===== src/rtl/mem_port_arbiter.sv =====
// mem_port_arbiter
//   Shares one single-ported, byte-lane data memory (DEPTH x 32, registered
//   read) between the instruction-fetch port (word reads) and the
//   load/store port (byte/half/word reads and writes).
//   - Round-robin arbitration. Contention goes to the port that was not
//     granted last. There are no wait states.
//   - Store lane replication and byte-mask generation.
//   - Misalignment and illegal-size detection. An illegal access gets a
//     one-cycle d_err_o pulse instead of a memory access.
//   - Load data extraction with sign or zero extension, one cycle after
//     the grant.
// Ports
//   clk, rst_i                          clock, synchronous active-high reset
//   i_req_i/i_addr_i                    fetch request
//   i_gnt_o/i_rvalid_o/i_rdata_o        fetch grant and response
//   d_req_i/d_we_i/d_size_i/
//   d_unsigned_i/d_addr_i/d_wdata_i     load/store request
//   d_gnt_o/d_rvalid_o/d_rdata_o/d_err_o load/store grant and response
//   mem_*                               memory-side interface
module mem_port_arbiter #(
    parameter int DEPTH  = 512,
    parameter int ADDR_W = $clog2(DEPTH*4)
) (
    input  logic              clk,
    input  logic              rst_i,
    input  logic              i_req_i,
    input  logic [ADDR_W-1:0] i_addr_i,
    output logic              i_gnt_o,
    output logic              i_rvalid_o,
    output logic [31:0]       i_rdata_o,
    input  logic              d_req_i,
    input  logic              d_we_i,
    input  logic [1:0]        d_size_i,
    input  logic              d_unsigned_i,
    input  logic [ADDR_W-1:0] d_addr_i,
    input  logic [31:0]       d_wdata_i,
    output logic              d_gnt_o,
    output logic              d_rvalid_o,
    output logic [31:0]       d_rdata_o,
    output logic              d_err_o,
    output logic [ADDR_W-1:0] mem_addr_o,
    output logic [31:0]       mem_wr_data_o,
    output logic [3:0]        mem_bytemask_o,
    output logic              mem_write_en_o,
    output logic              mem_read_en_o,
    input  logic [31:0]       mem_rd_data_i
);
    localparam logic [1:0] SZ_BYTE = 2'b00;
    localparam logic [1:0] SZ_HALF = 2'b01;
    localparam logic [1:0] SZ_WORD = 2'b10;
    localparam logic       PORT_I  = 1'b0;
    localparam logic       PORT_D  = 1'b1;

    logic       rr_last_q,    rr_last_d;
    logic       pend_valid_q, pend_valid_d;
    logic       pend_port_q,  pend_port_d;
    logic [1:0] pend_size_q,  pend_size_d;
    logic [1:0] pend_off_q,   pend_off_d;
    logic       pend_uns_q,   pend_uns_d;
    logic       err_q,        err_d;
    logic       d_legal;
    logic [7:0]  rd_byte;
    logic [15:0] rd_half;

    // Fetch addresses are word-aligned; the low bits are dropped on purpose.
    logic unused_i_addr_lo;
    assign unused_i_addr_lo = ^i_addr_i[1:0];

    always_comb begin
        unique case (d_size_i)
            SZ_BYTE: d_legal = 1'b1;
            SZ_HALF: d_legal = ~d_addr_i[0];
            SZ_WORD: d_legal = (d_addr_i[1:0] == 2'b00);
            default: d_legal = 1'b0;
        endcase
    end

    always_comb begin
        rr_last_d      = rr_last_q;
        pend_valid_d   = 1'b0;
        pend_port_d    = pend_port_q;
        pend_size_d    = pend_size_q;
        pend_off_d     = pend_off_q;
        pend_uns_d     = pend_uns_q;
        err_d          = 1'b0;
        i_gnt_o        = 1'b0;
        d_gnt_o        = 1'b0;
        mem_addr_o     = '0;
        mem_wr_data_o  = '0;
        mem_bytemask_o = 4'b0000;
        mem_write_en_o = 1'b0;
        mem_read_en_o  = 1'b0;

        // No grants while in reset. On contention, the port not granted last wins.
        if (!rst_i) begin
            if (i_req_i && (!d_req_i || rr_last_q == PORT_D)) i_gnt_o = 1'b1;
            else if (d_req_i)                                 d_gnt_o = 1'b1;
        end

        if (i_gnt_o) begin
            rr_last_d      = PORT_I;
            mem_addr_o     = {i_addr_i[ADDR_W-1:2], 2'b00};
            mem_bytemask_o = 4'b1111;
            mem_read_en_o  = 1'b1;
            pend_valid_d   = 1'b1;
            pend_port_d    = PORT_I;
            pend_size_d    = SZ_WORD;
            pend_off_d     = 2'b00;
            pend_uns_d     = 1'b0;
        end else if (d_gnt_o) begin
            rr_last_d = PORT_D;
            if (d_legal) begin
                mem_addr_o = d_addr_i;
                unique case (d_size_i)
                    SZ_BYTE: begin
                        mem_bytemask_o = 4'b0001 << d_addr_i[1:0];
                        mem_wr_data_o  = {4{d_wdata_i[7:0]}};
                    end
                    SZ_HALF: begin
                        mem_bytemask_o = d_addr_i[1] ? 4'b1100 : 4'b0011;
                        mem_wr_data_o  = {2{d_wdata_i[15:0]}};
                    end
                    default: begin
                        mem_bytemask_o = 4'b1111;
                        mem_wr_data_o  = d_wdata_i;
                    end
                endcase
                if (d_we_i) begin
                    mem_write_en_o = 1'b1;
                end else begin
                    mem_read_en_o = 1'b1;
                    pend_valid_d  = 1'b1;
                    pend_port_d   = PORT_D;
                    pend_size_d   = d_size_i;
                    pend_off_d    = d_addr_i[1:0];
                    pend_uns_d    = d_unsigned_i;
                end
            end else begin
                err_d = 1'b1;
            end
        end
    end

    always_ff @(posedge clk) begin
        if (rst_i) begin
            rr_last_q    <= PORT_I;
            pend_valid_q <= 1'b0;
            pend_port_q  <= PORT_I;
            pend_size_q  <= SZ_WORD;
            pend_off_q   <= 2'b00;
            pend_uns_q   <= 1'b0;
            err_q        <= 1'b0;
        end else begin
            rr_last_q    <= rr_last_d;
            pend_valid_q <= pend_valid_d;
            pend_port_q  <= pend_port_d;
            pend_size_q  <= pend_size_d;
            pend_off_q   <= pend_off_d;
            pend_uns_q   <= pend_uns_d;
            err_q        <= err_d;
        end
    end

    // A read granted just before reset asserts must not report. That is why
    // the registered responses are also masked by rst_i.
    assign i_rvalid_o = pend_valid_q & (pend_port_q == PORT_I) & ~rst_i;
    assign d_rvalid_o = pend_valid_q & (pend_port_q == PORT_D) & ~rst_i;
    assign d_err_o    = err_q & ~rst_i;
    assign i_rdata_o  = mem_rd_data_i;

    assign rd_byte = mem_rd_data_i[{pend_off_q, 3'b000} +: 8];
    assign rd_half = mem_rd_data_i[{pend_off_q[1], 4'b0000} +: 16];

    always_comb begin
        unique case (pend_size_q)
            SZ_BYTE: d_rdata_o = {{24{rd_byte[7] & ~pend_uns_q}}, rd_byte};
            SZ_HALF: d_rdata_o = {{16{rd_half[15] & ~pend_uns_q}}, rd_half};
            default: d_rdata_o = mem_rd_data_i;
        endcase
    end
endmodule


===== config.mk =====
export PLATFORM = sky130hd
export DESIGN_NAME = mem_port_arbiter
export DESIGN_NICKNAME = d
export VERILOG_FILES = /design/src/rtl/mem_port_arbiter.sv
export SDC_FILE = /design/constraint.sdc
export NUM_CORES = 1
export LEC_CHECK = 0
export CAP_MARGIN = 40
export CORE_MARGIN = 2
export CORE_UTILIZATION = 29
export DETAILED_ROUTE_END_ITERATION = 16
export GPL_ROUTABILITY_DRIVEN = 0
export GPL_TIMING_DRIVEN = 0
export PLACE_DENSITY = 0.79
export SYNTH_ARGS = -nofsm -noshare
export SYNTH_HDL_FRONTEND = slang
export SYNTH_SLANG_ARGS = --single-unit

===== constraint.sdc =====
create_clock -name clk -period 1.97 [get_ports clk]
set_input_delay 0.197 -clock clk [delete_from_list [all_inputs] [get_ports clk]]
set_output_delay 0.197 -clock clk [all_outputs]
set_load 0.05 [all_outputs]

# Word level (Yosys, flattened, before mapping)
# Cells that the tools add are included.
# word_totals
word_cells,63
register_bits,9
# classes
n_shift,3
n_reduce_logical,9
n_eq_ne,3
muxes,28
n_bitwise,13
# ops
op,count
one-hot mux 32 bit (2 select lines),2
two-way mux 32 bit,3
two-way mux 11 bit,3
variable part select 32 x 6 -> 16 bit,1
variable part select 32 x 6 -> 8 bit,1
two-way mux 4 bit,4
two-way mux 1 bit,14
one-hot mux 4 bit (2 select lines),1
AND 1 bit,7
zero test 2 bit,3
NOT 1 bit,6
"equality test 2 x 1 -> 1 bit, second input constant",2
"left shift 1 x 2 -> 4 bit, first input constant",1
one-hot mux 1 bit (3 select lines),1
AND reduction 3 bit,1
OR reduction 3 bit,1
"equality test 2 bit, second input constant",1
OR reduction 2 bit,1
logical AND 1 bit,1
zero test 1 bit,1
logical OR 1 bit,1

# Logic depth before layout (Yosys ltp)
# Gate-level depths: netlist (run 1).
# logic_depth
ltp_word,7
ltp_mapped,7
ltp_nobuf,5

# Worst setup path before layout (run 1)
# Ideal clock, no wire load.
# synth_path
path_kind,reg2out
from,register rr_last_q
to,output port mem_read_en_o
n_path_buf,0
path_slack_ns,-0.564
required_time_ns,1.773
path_stages_with_launch,6
arrival_time_ns,2.337
cell_sequence,dfxtp_1 -> nand2_1 -> nand3_1 -> inv_1 -> nand2_1 -> o21ai_0
# synth_between
elab_chain_len,6
elab_cells_between_ends,8
# synth_rtl
element,line_no,source
start: declaration,54,"logic rr_last_q, rr_last_d;"
start signal: assignment,154,rr_last_q <= rr_last_d;
logical OR 1 bit,96,if (i_req_i && (!d_req_i || rr_last_q == PORT_D)) i_gnt_o = 1'b1;
logical AND 1 bit,96,
two-way mux 1 bit,96,
two-way mux 1 bit,95,if (!rst_i) begin
via d_gnt_o,37,"output logic d_gnt_o,"
two-way mux 1 bit,110,end else if (d_gnt_o) begin
two-way mux 1 bit,100,if (i_gnt_o) begin
end: declaration,45,"output logic mem_read_en_o,"
# The timed path passes the listed nets, and every way through them passes these cells.

# Worst setup path in the final report (run 1)
# layout_path
from,register pend_off_q[1]
to,output port d_rdata_o[15]
# layout_between
elab_chain_len,3
elab_cells_between_ends,4
# layout_rtl
element,line_no,source
start: declaration,58,"logic [1:0] pend_off_q, pend_off_d;"
start signal: assignment,158,pend_off_q <= pend_off_d;
variable part select 32 x 6 -> 8 bit,171,"assign rd_byte = mem_rd_data_i[{pend_off_q, 3'b000} +: 8];"
AND 1 bit,176,"SZ_BYTE: d_rdata_o = {{24{rd_byte[7] & ~pend_uns_q}}, rd_byte};"
one-hot mux 32 bit (2 select lines) *,175,unique case (pend_size_q)
end: declaration,39,"output logic [31:0] d_rdata_o,"
# Every way passes the cells marked *; elsewhere a longest branch is shown, timed or not.

==> results.md, run 1 <==
- Clock Power Share: 0.135
- Post-synth EDFFs: 0
- Area fraction in compound gates after synthesis: 0.290
- Post-synth ARST share: 0
- Status: finished, violations left
- Vias in the first global route: just under 3000
- WS Path Type: reg2out
- Sequential share of power: 0.121
- Die width: about 87 um
- Placement Setup Slack: -0.716 ns
- Synth Register Bits: 9
- First-pass GRT wire length: about 14000 um
- Post-DR wirelength/cell: around 15 um
- P&R area growth vs syn: 109%
- Fin. max-slew vios: 0
- Grt total ovfl: 0
- Post-synth top area share: 0.134
- Post-Syn Area per Cell: about 6.2 um2
- Setup slack, reg-to-reg: roughly 0.73 ns
- # Max-Cap Violations: 0
- Post-Syn Instances: 323
- Final hold vios: 0
- Combinational family with the most area after synthesis: simple AND/OR/NAND/NOR gates
- FMAX: between 500 and 600 MHz
- Post-Synth Adder-Cell Area: 0
- Placed instance area: roughly 4200 um2
- Failing checks: negative setup slack
- Post-Synthesis Cell Area: roughly 2000 um2
- Reg clk slew, reported paths: ~0.05 ns
- NetSw: 796 uW
- Critical path's largest stage delay: 0.33 ns
- Rows: 30
- Seq/Total Area, Yosys: 0.0894
- Clock sink count: 9
- Simple-gate area share of the yosys netlist: 0.315
- Vias per inst: a little under 5
- Synth Area in XOR/XNOR: 0
- Commonest cells in the netlist: nand2_1 (72), buf_4 (34), a21oi_1 (28), nor2_1 (26), inv_1 (21)
- Synthesized Nets: 417
- H-tree depth: 1
- Slew @ Worst Pin: 0.563 ns
- Crit. End Element: primary output
- Largest net degree at the start of global routing: 11
- Post-Route WL: 9350 um
- Die ar.: between 7000 and 8000 um2
- Overall Global Routing Usage: 0.227
- # hold bufs at CTS: 0
- DP HPWL: 7700 um
- Startpoint Class: flop
- CTS tree: yes
- Hold WC Path Type: in2reg
- Initial Utilization: 0.298
- Design area: 4210 um2
- P_int: 804 uW
- Slew HR: 0.624
- CP cell instances: buf_6 -> buf_4 -> nor2b_1 -> buf_2 -> a22o_1 -> a221o_1 -> buf_6
- Mux contribution to synthesized area: 0.0726
- Worst setup margin: -0.00242 ns
- Slowest-stage cell, CP: dfxtp_2
- Logic pwr share: 0.743
- Longest Clk Path Bufs: 2
- DR iter-0 viols: 107
- Ports: between 200 and 250
- Core box area: approximately 6800 um2
- DRT Pass-1 Iters: 7
- Most frequent cell after synthesis: nand2_1
- Final worst-path cycle share: 1.00
- Peak supply drop: 0.000176 V
- Synth Warn #: 0
- Clock root buffer: clkbuf_8
- Share of layout cells above drive strength 1: 0.318
- Top FF cell, synth: dfxtp_1
- IO Port Bufs: around 210
- Remaining antenna violation count: 0
- Leakage: approximately 0.0021 uW
- Final setup violation count: 1
- Most area-hungry cell type in the Yosys netlist: nand2_1
- Worst path most repeated cell: buf_6
- Die Y: just under 90 um
- Clock Skew: 0.00168 ns
- Largest cells by area after synthesis: nand2_1 (13%), buf_4 (13%), dfxtp_1 (8.9%), a21oi_1 (7.0%), mux2i_1 (6.0%)
- Initial antenna violation count: 0
- Final net count: 633
- ANT cells: 0
- Worst EP arrival: 1.78 ns
- Fin crit period: a little under 2 ns
- Critical Path RT: 1.77 ns
- Worst-path fanout max: 9
- Switching Share: 0.497
- Clk_lat worst skew: ~0.23 ns
- Drc violations: 0
- Unique cell type count in the Yosys netlist: 46
- Vias after detailed routing: approximately 3000
- Post-Route Utilization: 0.623
- RSZ-0062 raised after global routing: true
- Number of buffers created by CTS: 3
- Pwr dens: around 380 nW/um2
==> power by group through the flow <==
| stage | Clock [uW] | Sequential [uW] | Combinational, uW |
|---|---|---|---|
| after floorplan | 0 | 196 | 702 |
| after global placement | 0 | 196 | 1180 |
| after detailed placement | 0 | 196 | 1190 |
| after CTS | 218 | 194 | 1160 |
| after global routing | 229 | 194 | 1250 |
| final | 217 | 194 | 1190 |
==> state kept, by name (all words and copies together) (netlist names) <==
register,flops
pend_valid_q,1
rr_last_q,1
pend_size_q,2
pend_port_q,1
err_q,1
pend_uns_q,1
pend_off_q,2
==> stage by stage <==
step	setup TNS, ns	cells	hold WS [ns]	power [uW]
2_1_floorplan	-1.45	323	0.313	898
3_3_place_gp	-45.41	609	0.451	1380
3_5_place_dp	-47.20	609	0.457	1380
4_1_cts	-0.0209	613	0.373	1570
5_1_grt	-0.741	618	0.384	1670
6_report	-0.00242	618	0.334	1600
==> placed cells by master (no fill, tap or decap), types with 4 or more instances in the layout <==
master	count
dlygate4sd2_1	6
clkbuf_4	8
buf_6	17
nor2_1	26
inv_1	20
nand2b_1	9
clkbuf_1	6
clkdlybuf4s50_1	117
and2_1	10
o21ai_1	9
a21oi_1	26
a22oi_1	8
buf_8	6
a221o_1	8
o21ai_0	8
nand2_4	6
buf_4	66
nor2b_1	4
buf_2	33
a22o_1	11
mux2i_1	12
dfxtp_1	8
nand2_1	64
==> path summary, 6_finish.rpt <==
path,start,to,cells after the start
hold / removal,d_req_i,rr_last_q,3
setup reg to reg,pend_size_q[1],pend_size_q[1],4
setup / recovery,pend_off_q[1],d_rdata_o[15],7
hold reg to reg,pend_port_q,pend_port_q,2
==> worst max-delay path: cells and delay by family (launching register included) <==
kind	cells	cell delay, ns
AO/OA/AOI/OAI	2	0.52
buffers and inverters	4	0.58
flip-flops	1	0.33
AND/OR/NAND/NOR	1	0.11
==> area by class of cell <==
| type | count | area (um2) |
|---|---|---|
| fill | 643 | 2550 |
| timing repair buffer | 211 | 1940 |
| multi-input combinational | 238 | 1470 |
| buffer | 54 | 399 |
| sequential | 9 | 181 |
| tap | 80 | 100 |
| inverter | 22 | 82.6 |
| clock buffer | 4 | 45.0 |
==> metal layers <==
metal | track usage | part of all wire | up-vias
met3 | 0.0616 | 0.090 | 21
li1 | - | - | 1489
met4 | 0.0713 | 0.026 | 0
met5 | 0 | 0 | -
met1 | 0.241 | 0.37 | 1344
met2 | 0.428 | 0.52 | 165
==> cells by family (layout without fill, tap and decap cells) <==
family | count (synthesis) | in the layout
DFF | 9 | 9
and+or+nand+nor | 138 | 138
AOI/OAI and AO/OA | 86 | 86
buffers and inverters | 76 | 291
muxes | 14 | 14
==> repair_timing <==
action,4_1_cts,5_1_grt
pin swaps,3,1
setup endpoints to repair,85,70
buffers inserted,0,3
gates cloned,0,2
gates resized for setup,480,43
Power figures use the tool's default switching activity.
==> inputs of run 2 (changes only) <==
Settings changed: ABC_CLOCK_PERIOD_IN_PS set to 1970.
==> results of run 2 <==
Same layout as run 1: the final DEF is identical, and so are final timing and power.
